<file path="config.mk">
export PLATFORM = sky130hd
export DESIGN_NAME = camera_capture_flat
export DESIGN_NICKNAME = d
export VERILOG_FILES = /design/src/rtl/cam_pkg.sv /design/src/rtl/camera_capture_if.sv /design/src/rtl/cam_bus_sync.sv /design/src/rtl/camera_capture.sv /design/src/flat_wrapper.sv
export SDC_FILE = /design/constraint.sdc
export NUM_CORES = 1
export LEC_CHECK = 0
export ABC_AREA = 1
export BUFFER_PORTS_ARGS = -buffer_cell sky130_fd_sc_hd__buf_2
export CORE_MARGIN = 10
export CORE_UTILIZATION = 56
export CTS_CLUSTER_SIZE = 8
export DETAILED_ROUTE_END_ITERATION = 8
export PLACE_DENSITY_LB_ADDON = 0.25
export SYNTH_ARGS = -nofsm -noshare
export SYNTH_HDL_FRONTEND = slang
export SYNTH_SLANG_ARGS = --single-unit
</file>
<file path="constraint.sdc">
create_clock -name clk -period 2.4 [get_ports clk]
set_clock_uncertainty 0.1 [all_clocks]
set_input_delay 0.48 -clock clk [delete_from_list [all_inputs] [get_ports clk]]
set_output_delay 0.48 -clock clk [all_outputs]
set_load 0.005 [all_outputs]
</file>
<file path="src/rtl/cam_pkg.sv">
// Shared camera-bus definitions: FSM encoding, default geometry, data_out lanes.
// Used by camera_capture and cam_bus_sync.
package cam_pkg;

  localparam int FRAME_W_DEF = 640;
  localparam int FRAME_H_DEF = 480;

  localparam int BYTE_W = 8;
  localparam int X_W    = 10;
  localparam int Y_W    = 9;

  localparam int LUMA_MSB   = 23;
  localparam int LUMA_LSB   = 16;
  localparam int CHROMA_MSB = 15;
  localparam int CHROMA_LSB = 8;

  localparam logic [1:0] ST_WAIT_BLANK = 2'd0;
  localparam logic [1:0] ST_WAIT_START = 2'd1;
  localparam logic [1:0] ST_ACTIVE     = 2'd2;
  localparam logic [1:0] ST_DONE       = 2'd3;

  typedef enum logic [1:0] {
    WAIT_BLANK = ST_WAIT_BLANK,
    WAIT_START = ST_WAIT_START,
    ACTIVE     = ST_ACTIVE,
    DONE       = ST_DONE
  } cap_state_e;

  function automatic logic [31:0] pack_pixel(
    input logic [BYTE_W-1:0] b0,
    input logic [BYTE_W-1:0] b1
  );
    logic [31:0] w;
    w = '0;
    w[LUMA_MSB:LUMA_LSB]     = b0;
    w[CHROMA_MSB:CHROMA_LSB] = b1;
    return w;
  endfunction

endpackage

</file>
<file path="src/rtl/camera_capture_if.sv">
// Camera parallel bus plus pixel output bundle.
// master drives the camera bus, slave is the capture block.
interface camera_capture_if;
  import cam_pkg::*;

  logic              cam_vsync;
  logic              cam_href;
  logic [BYTE_W-1:0] cam_data;
  logic [31:0]       data_out;
  logic              pixel_done;
  logic              frame_done;
  logic              frame_err;
  logic [X_W-1:0]    pix_x;
  logic [Y_W-1:0]    pix_y;

  modport master (
    output cam_vsync, cam_href, cam_data,
    input  data_out, pixel_done, frame_done,
    input  frame_err, pix_x, pix_y
  );

  modport slave (
    input  cam_vsync, cam_href, cam_data,
    output data_out, pixel_done, frame_done,
    output frame_err, pix_x, pix_y
  );

endinterface

</file>
<file path="src/rtl/cam_bus_sync.sv">
// Camera bus input register stage with vsync/href edge detection.
// Reusable by any consumer of the OV7670 parallel bus.
module cam_bus_sync
  import cam_pkg::*;
(
  input  logic              clk,
  input  logic              reset,
  input  logic              vsync_i,
  input  logic              href_i,
  input  logic [BYTE_W-1:0] data_i,
  output logic              vsync_r,
  output logic              href_r,
  output logic [BYTE_W-1:0] data_r,
  output logic              vsync_rise,
  output logic              vsync_fall,
  output logic              href_fall
);

  logic              vsync_q, vsync_d;
  logic              href_q, href_d;
  logic [BYTE_W-1:0] data_q, data_d;
  logic              vsync_p_q, vsync_p_d;
  logic              href_p_q, href_p_d;

  always_comb begin
    vsync_d   = vsync_i;
    href_d    = href_i;
    data_d    = data_i;
    vsync_p_d = vsync_q;
    href_p_d  = href_q;
  end

  always_ff @(posedge clk) begin
    if (reset) begin
      vsync_q   <= 1'b0;
      href_q    <= 1'b0;
      data_q    <= '0;
      vsync_p_q <= 1'b0;
      href_p_q  <= 1'b0;
    end else begin
      vsync_q   <= vsync_d;
      href_q    <= href_d;
      data_q    <= data_d;
      vsync_p_q <= vsync_p_d;
      href_p_q  <= href_p_d;
    end
  end

  assign vsync_r    = vsync_q;
  assign href_r     = href_q;
  assign data_r     = data_q;
  assign vsync_rise = vsync_q & ~vsync_p_q;
  assign vsync_fall = ~vsync_q & vsync_p_q;
  assign href_fall  = ~href_q & href_p_q;

endmodule

</file>
<file path="src/rtl/camera_capture.sv">
// OV7670 frame capture: byte pairing, geometry check, frame_done/frame_err.
// CAMERA_CAPTURE_CONTINUOUS_EN: re-arm every frame with a pulsed frame_done.
module camera_capture
  import cam_pkg::*;
#(
  parameter int FRAME_W = FRAME_W_DEF,
  parameter int FRAME_H = FRAME_H_DEF
) (
  input logic             clk,
  input logic             reset,
  camera_capture_if.slave bus
);

  localparam logic [X_W-1:0] W_LIM = X_W'(FRAME_W);
  localparam logic [Y_W-1:0] H_LIM = Y_W'(FRAME_H);
  localparam logic [X_W-1:0] X_MAX = '1;
  localparam logic [Y_W-1:0] Y_MAX = '1;

  logic              vsync_r, href_r;
  logic [BYTE_W-1:0] data_r;
  logic              vsync_rise, vsync_fall, href_fall;

  cam_bus_sync u_sync (
    .clk        (clk),
    .reset      (reset),
    .vsync_i    (bus.cam_vsync),
    .href_i     (bus.cam_href),
    .data_i     (bus.cam_data),
    .vsync_r    (vsync_r),
    .href_r     (href_r),
    .data_r     (data_r),
    .vsync_rise (vsync_rise),
    .vsync_fall (vsync_fall),
    .href_fall  (href_fall)
  );

  cap_state_e        state_q, state_d;
  logic              phase_q, phase_d;
  logic [BYTE_W-1:0] byte0_q, byte0_d;
  logic [X_W-1:0]    col_q, col_d;
  logic [Y_W-1:0]    row_q, row_d;
  logic              has_q, has_d;
  logic              err_acc_q, err_acc_d;
  logic [31:0]       data_out_q, data_out_d;
  logic              pixel_done_q, pixel_done_d;
  logic              frame_done_q, frame_done_d;
  logic              frame_err_q, frame_err_d;
  logic [X_W-1:0]    pix_x_q, pix_x_d;
  logic [Y_W-1:0]    pix_y_q, pix_y_d;

  always_comb begin
    state_d      = state_q;
    phase_d      = phase_q;
    byte0_d      = byte0_q;
    col_d        = col_q;
    row_d        = row_q;
    has_d        = has_q;
    err_acc_d    = err_acc_q;
    data_out_d   = data_out_q;
    pixel_done_d = 1'b0;
    frame_err_d  = frame_err_q;
    pix_x_d      = pix_x_q;
    pix_y_d      = pix_y_q;
`ifdef CAMERA_CAPTURE_CONTINUOUS_EN
    frame_done_d = 1'b0;
`else
    frame_done_d = frame_done_q;
`endif
    unique case (state_q)
      WAIT_BLANK: begin
        if (vsync_r) state_d = WAIT_START;
      end
      WAIT_START: begin
        if (vsync_fall) begin
          state_d   = ACTIVE;
          phase_d   = 1'b0;
          col_d     = '0;
          row_d     = '0;
          has_d     = 1'b0;
          err_acc_d = 1'b0;
        end
      end
      ACTIVE: begin
        if (href_r) begin
          has_d = 1'b1;
          if (!phase_q) begin
            byte0_d = data_r;
            phase_d = 1'b1;
          end else begin
            phase_d = 1'b0;
            if (col_q < W_LIM && row_q < H_LIM) begin
              data_out_d   = pack_pixel(byte0_q, data_r);
              pixel_done_d = 1'b1;
              pix_x_d      = col_q;
              pix_y_d      = row_q;
            end else begin
              err_acc_d = 1'b1;
            end
            if (col_q != X_MAX) col_d = col_q + 1'b1;
          end
        end
        // a vsync rise during a byte also closes the open line
        if ((href_fall || (vsync_rise && href_r)) && has_d) begin
          if (phase_d || col_d != W_LIM) err_acc_d = 1'b1;
          if (row_d != Y_MAX) row_d = row_d + 1'b1;
          phase_d = 1'b0;
          col_d   = '0;
          has_d   = 1'b0;
        end
        if (vsync_rise) begin
          frame_err_d = err_acc_d | (row_d != H_LIM);
          err_acc_d   = 1'b0;
          state_d     = DONE;
        end
      end
      DONE: begin
        frame_done_d = 1'b1;
`ifdef CAMERA_CAPTURE_CONTINUOUS_EN
        state_d = WAIT_START;
`endif
      end
      default: state_d = WAIT_BLANK;
    endcase
  end

  always_ff @(posedge clk) begin
    if (reset) begin
      state_q      <= WAIT_BLANK;
      phase_q      <= 1'b0;
      byte0_q      <= '0;
      col_q        <= '0;
      row_q        <= '0;
      has_q        <= 1'b0;
      err_acc_q    <= 1'b0;
      data_out_q   <= '0;
      pixel_done_q <= 1'b0;
      frame_done_q <= 1'b0;
      frame_err_q  <= 1'b0;
      pix_x_q      <= '0;
      pix_y_q      <= '0;
    end else begin
      state_q      <= state_d;
      phase_q      <= phase_d;
      byte0_q      <= byte0_d;
      col_q        <= col_d;
      row_q        <= row_d;
      has_q        <= has_d;
      err_acc_q    <= err_acc_d;
      data_out_q   <= data_out_d;
      pixel_done_q <= pixel_done_d;
      frame_done_q <= frame_done_d;
      frame_err_q  <= frame_err_d;
      pix_x_q      <= pix_x_d;
      pix_y_q      <= pix_y_d;
    end
  end

  assign bus.data_out   = data_out_q;
  assign bus.pixel_done = pixel_done_q;
  assign bus.frame_done = frame_done_q;
  assign bus.frame_err  = frame_err_q;
  assign bus.pix_x      = pix_x_q;
  assign bus.pix_y      = pix_y_q;

endmodule
</file>
<file path="src/flat_wrapper.sv">
// flat-port wrapper written by rule: the top's interface ports become plain ports
module camera_capture_flat import cam_pkg::*;
#(
  parameter int FRAME_W = FRAME_W_DEF,
  parameter int FRAME_H = FRAME_H_DEF
)
  (clk, reset, bus_cam_vsync, bus_cam_href, bus_cam_data, bus_data_out, bus_pixel_done, bus_frame_done, bus_frame_err, bus_pix_x, bus_pix_y);
  camera_capture_if bus_i ();
  input logic clk;
  input logic reset;
  input wire logic [$bits(bus_i.cam_vsync)-1:0] bus_cam_vsync;
  input wire logic [$bits(bus_i.cam_href)-1:0] bus_cam_href;
  input wire logic [$bits(bus_i.cam_data)-1:0] bus_cam_data;
  output wire logic [$bits(bus_i.data_out)-1:0] bus_data_out;
  output wire logic [$bits(bus_i.pixel_done)-1:0] bus_pixel_done;
  output wire logic [$bits(bus_i.frame_done)-1:0] bus_frame_done;
  output wire logic [$bits(bus_i.frame_err)-1:0] bus_frame_err;
  output wire logic [$bits(bus_i.pix_x)-1:0] bus_pix_x;
  output wire logic [$bits(bus_i.pix_y)-1:0] bus_pix_y;
  assign bus_i.cam_vsync = bus_cam_vsync;
  assign bus_i.cam_href = bus_cam_href;
  assign bus_i.cam_data = bus_cam_data;
  assign bus_data_out = bus_i.data_out;
  assign bus_pixel_done = bus_i.pixel_done;
  assign bus_frame_done = bus_i.frame_done;
  assign bus_frame_err = bus_i.frame_err;
  assign bus_pix_x = bus_i.pix_x;
  assign bus_pix_y = bus_i.pix_y;
  camera_capture #(.FRAME_W(FRAME_W), .FRAME_H(FRAME_H)) u_core (.clk(clk), .reset(reset), .bus(bus_i));
endmodule
</file>
== Word-level counts from Yosys, hierarchy flattened ==
Index checks and enable logic that the tools add are counted.

* Register bits: 82
* Input bits: 12
* Output and inout port bits: 54
* Logic and storage cells: 90

* Add/subtract/negate cells: 2
* Magnitude comparators: 2
* Equal/unequal tests: 10
* Mux-type cells: 35
* Bitwise logic cells: 9
* Reduce and logical (&&, ||, !) cells: 14

{| class="wikitable"
|+ Operators with widths
! operator !! number
|-
| two-way mux 10 bit || 6
|-
| two-way mux 9 bit || 4
|-
| != test 10 bit, second input constant || 2
|-
| case mux 10 bit (2 select lines) || 1
|-
| != test 9 bit, second input constant || 2
|-
| case mux 9 bit (2 select lines) || 1
|-
| two-way mux 1 bit || 16
|-
| adder 10 x 1 -> 10 bit, second input constant || 1
|-
| < comparator 10 bit, second input constant || 1
|-
| adder 9 x 1 -> 9 bit, second input constant || 1
|-
| < comparator 9 bit, second input constant || 1
|-
| AND reduction 4 bit || 2
|-
| two-way mux 2 bit || 3
|-
| case mux 1 bit (2 select lines) || 3
|-
| case mux 2 bit (3 select lines) || 1
|-
| NOT 1 bit || 5
|-
| == test 2 bit, second input constant || 2
|-
| != test 2 bit, second input constant || 2
|-
| AND reduction 2 bit || 2
|-
| OR reduction 4 bit || 1
|-
| bitwise AND 1 bit || 3
|-
| logical AND 1 bit || 3
|-
| AND reduction 3 bit || 1
|-
| nonzero test 3 bit || 1
|-
| 6 further kinds || 7
|}

== Depth between registers and ports, before layout ==
Gate-level depths: netlist of run 1.

* Word-level depth: 12
* Depth in mapped cells: 15
* Gate-level depth less buffers: 15

== Cells and area by module ==
Synthesis of run 1 repeated with hierarchy kept, for this count alone.

* Cell total of the unflattened synthesis: 544
* Area, all modules: 3873.7 sq um

{| class="wikitable"
|+ By module, submodules not included
! module !! times used !! cells each !! area an instance (sq um) !! sequential area each (sq um)
|-
| camera_capture || 1 || 502 || 3513.4 || 1401.3
|-
| cam_bus_sync || 1 || 42 || 360.3 || 240.2
|}

== Worst setup path before layout of run 1 ==
OpenSTA, ideal clock, no wires.

* Kind: register to register
* Start point: register u_core.col_q[0]
* End point: register u_core.err_acc_q
* Setup time: 0.131 ns
* Data arrival time: 1.526 ns
* Data required time: 2.169 ns
* Path slack: 0.644 ns
* Stages on the path, launching flop included: 16
* Buffers on the path: 1
* Period minus slack after synthesis: 1.756 ns
* Cell sequence: dfxtp_1 ha_1 nand3_2 nor2_2 nand2_2 buf_6 nand2_2 nand2_2 nand2_1 nand2_1 nor2_1 nand3_1 nand2_1 nand2_1 nand2_1 a21oi_2

* Word-level cells in the longest chain between the ends: 12
* Elaborated cells between the ends (all ways): 18
* Classes of those cells: 1 x add/sub; 1 x order compare; 2 x eq/ne; 12 x mux; 2 x reduce/logical

{| class="wikitable"
|+ Ends and longest elaborated chain
! item !! line !! RTL
|-
| from (decl) || camera_capture.sv:40 || <nowiki>logic [X_W-1:0] col_q, col_d;</nowiki>
|-
| from (signal assigned) || camera_capture.sv:145 || <nowiki>col_q <= col_d;</nowiki>
|-
| adder 10 x 1 -> 10 bit / != test 10 bit (equally long branches) || camera_capture.sv:99 || <nowiki>if (col_q != X_MAX) col_d = col_q + 1'b1;</nowiki>
|-
| two-way mux 10 bit || camera_capture.sv:99 ||
|-
| two-way mux 10 bit || camera_capture.sv:86 || <nowiki>if (!phase_q) begin</nowiki>
|-
| two-way mux 10 bit || camera_capture.sv:84 || <nowiki>if (href_r) begin</nowiki>
|-
| two-way mux 10 bit || camera_capture.sv:69 || <nowiki>unique case (state_q)</nowiki>
|-
| != test 10 bit || camera_capture.sv:104 || <nowiki>if (phase_d || col_d != W_LIM) err_acc_d = 1'b1;</nowiki>
|-
| logical OR 1 bit || camera_capture.sv:104 ||
|-
| two-way mux 1 bit || camera_capture.sv:104 ||
|-
| two-way mux 1 bit (*) || camera_capture.sv:103 || <nowiki>if ((href_fall || (vsync_rise && href_r)) && has_d) begin</nowiki>
|-
| two-way mux 1 bit (*) || camera_capture.sv:69 ||
|-
| two-way mux 1 bit (*) || camera_capture.sv:110 || <nowiki>if (vsync_rise) begin</nowiki>
|-
| case mux 1 bit (2 select lines) (*) || camera_capture.sv:69 ||
|-
| to (signal assigned) || camera_capture.sv:148 || <nowiki>err_acc_q <= err_acc_d;</nowiki>
|-
| to (decl) || camera_capture.sv:43 || <nowiki>logic err_acc_q, err_acc_d;</nowiki>
|}

Every way passes the cells marked *; elsewhere a longest branch is shown, timed or not. The select of a mux whose other input is x is not followed.
A chain may end at the register's enable or synchronous reset.

== Final worst setup path of run 1 ==
Same ends and word-level chain as after synthesis.

==> results.yml, run 1 <==
yosys:
  synth-edff-count: 0
  synthSimpleGateAreaFrac_pct: 23.8
  yosysSeqAreaShare_pct: 42.7
  synth_fa_ha_area_share_pct: 2.60
  yosysWarningCount: 0
  syn_avg_cell_area_um2: 7.16
  yosysTopAreaCellShare_pct: 42.7
  synth_cell_types: 31
  yosys.area.top_type: "dfxtp_1"
  ys_top_cells_by_area: "dfxtp_1, inv_1, nand2_1"
  synth-compound-area-share_pct: 15.8
  synthXorXnorAreaFrac_pct: 0.456
  postSynthCellCount: 537
  syn_area_um2: 3840
  synthArstFlopShare_pct: 0
  synth_top_family_by_area: "simple AND/OR/NAND/NOR gates"
  synthMuxAreaShare_pct: 0
  synth_seq_cells: 82
  synthFlopType: "dfxtp_1"
worst_setup_path:
  rr_worst_depth: 14
  path_cells: "ha_1 > nand3_2 > nor2_2 > nand2_2 > nand2_1 > nand2_1 > nand2_1 > nand2_1 > nor2_1 > nand3_1 > nand2_1 > nand2_1 > nand2_1 > a21oi_2"
  cpPeakStageDelay_ns: 0.43
  reg2reg_from: "u_core.col_q[0]$_SDFFE_PP0P_"
  cp_data_arrival_time_ns: 2.23
  reg2reg_slack_ns: 0.32
  startpoint_type: "flip-flop"
  critPathSlowestCell: "dfxtp_1"
  timing.rr.end: "u_core.err_acc_q$_SDFFE_PP0P_"
  worstSetupPathType: "flip-flop to flip-flop"
  worst-path-max-fanout: 11
  worstPathRequired_ns: 2.55
  cp-end-kind: "flip-flop"
  crit_path_frequent_cell: "nand2_1"
layout:
  drive_above_1_share_pct: 16.4
  antennaDiodeCount: 0
  stdcell_count: 667
  area_growth_pct: 11.1
  fin_nets: 602
  nFillCells: 610
  fin_util_pct: 63.6
power_and_ir_drop:
  ir_drop_mv: 0.484
  power_density_nw_per_um2: 660
  total_leakage_power_nw: 1.89
  power_mw: 2.82
detailed_routing:
  drt-initial-drc-count: 128
  drt-pass1-iter-count: 5
  wl_mm: 8.53
  ant_nets: 0
  vias: 3407
  drc: 0
  vias_per_cell: 5.11
  route.detailed.wl_per_inst_um: 12.8
timing:
  drv_slew: 0
  min_period_ns: 2.08
  hold_viol: 0
  min_period_over_period_pct: 86.6
  rsz0062_at_grt: "no"
  setup_viol: 0
  fin_setup_tns_ns: 0
  layout_setup_ws_ns: 0.323
  fmax_mhz: 481
clock_tree:
  cts_setup_buffers: 0
  cts_tree: "yes"
  numCtsBuffers: 9
  cts_resized: 0
  cts.sinks: 82
  clk_pin_slew_ns: 0.10
  htreeDepth: 3
  clockBufferDepth: 2
  cts-root-buf: "clkbuf_8"
  hold_buffers: 0
  clock_latency_ns: 0.37
placement:
  globalplace.congestion: 0.898
  dp.cells: 651
  hpwlAfterDp_mm: 6.05
  pre_cts_ws_ns: 0.371
  numPortBuffers: 49
hold_path:
  min_path_type: "primary input to flip-flop"
  hold_end: "u_core.u_sync.data_r[4]$_SDFF_PP0_"
  whs_path_depth: 3
  holdCritStartpoint: "bus_cam_data[4]"
run:
  cap_violations: 0
floorplan:
  die_y_um: 103
  rows: 30
  dieWidth_um: 103
  io_pins: 66
  core_um2: 6720
  die_area_um2: 10600
  initial_core_util_pct: 57.2
outcome:
  status: "complete, no violations"
global_routing:
  grt_remaining_overflow: 0
  grt_use_total_pct: 16.4
  grt_pass1_vias: 3136
  grt_start_max_net_pins: 54
  grt_pass1_wl_mm: 14.0
  antenna_found_initial: 0
[where the power goes]
part           internal [mW]  switching, mW  total, mW  leakage, nW
combinational          0.120          0.273      0.393         1.13
clock                  0.404          0.582      0.986       0.0926
sequential              1.41         0.0338       1.44        0.664
total                   1.93          0.889       2.82         1.89
[cell usage after synthesis (2+ instances only)]
| master | number |
|---|---|
| inv_1 | 87 |
| nand3_2 | 3 |
| o21ai_1 | 6 |
| nor3_1 | 3 |
| dfxtp_1 | 82 |
| nand2_2 | 6 |
| nor2_4 | 4 |
| ha_1 | 8 |
| nand2_1 | 84 |
| xor2_1 | 2 |
| clkbuf_1 | 16 |
| buf_4 | 18 |
| nor2_1 | 53 |
| nand3b_1 | 3 |
| nand4_1 | 6 |
| buf_6 | 2 |
| inv_2 | 3 |
| nand3_1 | 29 |
| a21oi_1 | 59 |
| nor2_2 | 3 |
| o21ai_0 | 50 |
[worst max-delay path by stage]
stage | startpoint | to | slack, ns | cells after the start
floorplan | u_core.col_q[0]$_SDFFE_PP0P_ | u_core.err_acc_q$_SDFFE_PP0P_ | 0.64 | 15
global placement | u_core.col_q[0]$_SDFFE_PP0P_ | u_core.err_acc_q$_SDFFE_PP0P_ | 0.43 | 14
detailed placement | u_core.col_q[0]$_SDFFE_PP0P_ | u_core.err_acc_q$_SDFFE_PP0P_ | 0.37 | 14
CTS | u_core.col_q[0]$_SDFFE_PP0P_ | u_core.err_acc_q$_SDFFE_PP0P_ | 0.33 | 14
global route | u_core.col_q[0]$_SDFFE_PP0P_ | u_core.err_acc_q$_SDFFE_PP0P_ | 0.04 | 14
finish | u_core.col_q[0]$_SDFFE_PP0P_ | u_core.err_acc_q$_SDFFE_PP0P_ | 0.32 | 14
[critical path: cells and delay by family (launching register included)]
family,cells,cell delay (ns)
simple gates,12,1.15
flops,1,0.43
fa+ha+maj,1,0.25
compound gates,1,0.05
[sequential cells by signal, indices dropped and copies added (netlist names), 2 cells and up]
| register | cells |
|---|---|
| u_core.u_sync.data_r | 8 |
| u_core.col_q | 10 |
| u_core.state_q | 2 |
| u_core.row_q | 9 |
| u_core.bus.data_out | 16 |
| u_core.bus.pix_y | 9 |
| u_core.byte0_q | 8 |
| u_core.bus.pix_x | 10 |
[layout by cell type (no fill, tap or decap), types with 4 or more instances in the layout]
cell type / instances
nor2_1: 53
conb_1: 16
o21ai_1: 7
nand2_2: 6
nand2_1: 84
ha_1: 8
o21ai_0: 49
clkbuf_8: 9
nand4_1: 6
nor2_4: 4
inv_1: 87
nand3_1: 29
buf_2: 49
a21oi_1: 59
dfxtp_1: 82
buf_4: 7
[cell type report]
cell class	count	area, um2	area share, %
Clock inverter	7	71.3	1.67
Timing Repair Buffer	56	298	6.97
Clock buffer	9	124	2.90
Tap cell	80	100	2.34
Inverter	90	338	7.91
Sequential cell	82	1640	38.4
Multi-Input combinational cell	343	1700	39.8
[kinds of logic (layout without fill, tap and decap cells)]
| kind of cell | count (synthesis) | in the layout |
|---|---|---|
| other | 1 | 16 |
| AO/OA/AOI/OAI | 119 | 119 |
| XOR/XNOR | 2 | 2 |
| adder cells (fa/ha/maj) | 8 | 8 |
| AND/OR/NAND/NOR | 198 | 198 |
| flip-flops | 82 | 82 |
| buffers and inverters | 127 | 162 |
[metal layers]
layer	share of wire, %	track usage (%)	vias up
met5	0	0	-
met4	2.5	8.45	0
met3	4.9	3.28	27
met2	49	27.4	78
met1	44	19.6	1538
li1	-	-	1764
[stage by stage]
| step | hold WS [ns] | instance area [um2] |
|---|---|---|
| after floorplan | 0.340 | 3900 |
| after global placement | 0.328 | 4080 |
| after detailed placement | 0.334 | 4080 |
| after CTS | 0.197 | 4270 |
| after global routing | 0.206 | 4270 |
| final | 0.200 | 4270 |
Note: power is estimated with default switching activity, not from simulation.
==> inputs of run 2 (changes only) <==
--- a/config.mk
+++ b/config.mk
@@ -8,7 +8,7 @@
 export ABC_AREA = 1
 export BUFFER_PORTS_ARGS = -buffer_cell sky130_fd_sc_hd__buf_2
 export CORE_MARGIN = 10
-export CORE_UTILIZATION = 56
+export CORE_UTILIZATION = 46
 export CTS_CLUSTER_SIZE = 8
 export DETAILED_ROUTE_END_ITERATION = 8
 export PLACE_DENSITY_LB_ADDON = 0.25
==> results.yml, run 2 (synthesized netlist as in run 1, its figures left out) <==
worst_setup_path:
  path_delay_family: "simple AND/OR/NAND/NOR gates"
  worst-path-max-fanout: 11
  cp.depth: 14
  timing.rr.end: "u_core.err_acc_q$_SDFFE_PP0P_"
  path_cells: "ha_1 > nand3_2 > nor2_2 > nand2_2 > nand2_1 > nand2_1 > nand2_1 > nand2_1 > nor2_1 > nand3_1 > nand2_1 > nand2_1 > nand2_1 > a21oi_2"
  rr_worst_depth: 14
  startpoint_type: "flip-flop"
  reg2reg_slack_ns: 0.37
  crit_start: "u_core.col_q[0]$_SDFFE_PP0P_"
  cp_data_arrival_time_ns: 2.15
  critPathSlowestCell: "dfxtp_1"
  cp.buffers_inverters: 0
  crit_path_frequent_cell: "nand2_1"
  worstSetupPathType: "flip-flop to flip-flop"
  cpPeakStageDelay_ns: 0.43
  worstPathRequired_ns: 2.52
  crit_end: "u_core.err_acc_q$_SDFFE_PP0P_"
  cp-end-kind: "flip-flop"
  reg2reg_from: "u_core.col_q[0]$_SDFFE_PP0P_"
outcome:
  status: "complete, no violations"
power_and_ir_drop:
  total_leakage_power_nw: 1.91
  power_mw: 2.88
  ir_drop_mv: 0.447
  power_density_nw_per_um2: 665
detailed_routing:
  drt-pass1-iter-count: 5
  ant_nets: 0
  drc: 0
  wl_mm: 8.52
  vias: 3324
  route.detailed.wl_per_inst_um: 12.3
  vias_per_cell: 4.79
  drt-initial-drc-count: 133
timing:
  hold_ws_ns: 0.230
  drv_slew: 0
  rsz0062_at_grt: "no"
  min_period_ns: 2.03
  fmax_mhz: 494
  layout_setup_ws_ns: 0.375
  setup_viol: 0
  min_period_over_period_pct: 84.4
  fin_setup_tns_ns: 0
  hold_viol: 0
run:
  cap_violations: 0
placement:
  dp.cells: 678
  hpwlAfterDp_mm: 6.01
  pre_cts_ws_ns: 0.391
  globalplace.congestion: 0.906
  post_dp_cell_area_um2: 4120
  numPortBuffers: 49
clock_tree:
  cts_tree: "yes"
  cts.sinks: 82
  numCtsBuffers: 9
  clockBufferDepth: 2
  clk_pin_slew_ns: 0.09
  cts_resized: 0
  cts_setup_buffers: 0
  clock_latency_ns: 0.34
  htreeDepth: 3
  cts-root-buf: "clkbuf_8"
  hold_buffers: 0
floorplan:
  die_y_um: 111
  core_um2: 8180
  die_area_um2: 12400
  dieWidth_um: 111
  rows: 33
  io_pins: 66
  initial_core_util_pct: 47.0
layout:
  fin_util_pct: 53.0
  antennaDiodeCount: 0
  area_growth_pct: 12.6
  layout_commonest_cell: "inv_1"
  fin_nets: 604
  finalInstanceArea_um2: 4330
  stdcell_count: 694
  drive_above_1_share_pct: 16.6
  final_cell_mix: "inv_1, nand2_1, dfxtp_1"
  largest_reg_flops: 16
global_routing:
  antenna_found_initial: 0
  grt_start_max_net_pins: 54
  grt_pass1_vias: 3235
  grt_remaining_overflow: 0
  globalRoute.busiestLayer: "met2"
  grt_use_total_pct: 13.7
  met1_usage_pct: 16.7
  grt_pass1_wl_mm: 14.8
  use_met3_pct: 4.83
  grt.met2_usage_pct: 22.3
hold_path:
  min_path_type: "primary input to flip-flop"
## run 2: cell count changes in the layout (fill, tap and decap cells not counted), sizes merged
cell	previous run	this run
buf	56	58
clkinvlp	2	0
inv	93	94
bufinv	0	1
## run 2: tightest hold or removal path: cells and delay by family
family                 cells  cell delay (ns)
buffers and inverters      2             0.11
AND/OR/NAND/NOR            1             0.06
## run 2: worst min-delay path by stage
stage / start / to / slack, ns / depth (start not counted)
after detailed placement: u_core.bus.pix_x[5]$_SDFFE_PP0P_ / u_core.bus.pix_x[5]$_SDFFE_PP0P_ / 0.33 / 2
final: bus_cam_data[0] / u_core.u_sync.data_r[0]$_SDFF_PP0_ / 0.23 / 3
after global placement: u_core.bus.data_out[19]$_SDFFE_PP0P_ / u_core.bus.data_out[19]$_SDFFE_PP0P_ / 0.33 / 2
after global routing: bus_cam_data[7] / u_core.u_sync.data_r[7]$_SDFF_PP0_ / 0.21 / 3
after CTS: bus_cam_data[7] / u_core.u_sync.data_r[7]$_SDFF_PP0_ / 0.21 / 3
after floorplan: u_core.bus.pix_x[0]$_SDFFE_PP0P_ / u_core.bus.pix_x[0]$_SDFFE_PP0P_ / 0.34 / 2
## run 2: layer usage
layer / routed length, um / share of wire (%)
met5: 0 / 0
met4: 72 / 0.85
met3: 545 / 6.4
met2: 3820 / 45
met1: 4080 / 48
## run 2: area by class of cell
type	count	area, um2
clock buffers	9	124
multi-input cells	343	1700
well taps	105	131
fillers	850	3850
clock inverters	7	81.3
repair buffers	58	313
inverters	90	338
flip-flops and latches	82	1640
## run 2: power breakdown
group          total, mW  leakage [nW]  internal (mW)  switching, mW
clock               1.04         0.107          0.500          0.540
combinational      0.397          1.14          0.120          0.277
sequential          1.44         0.664           1.41         0.0323
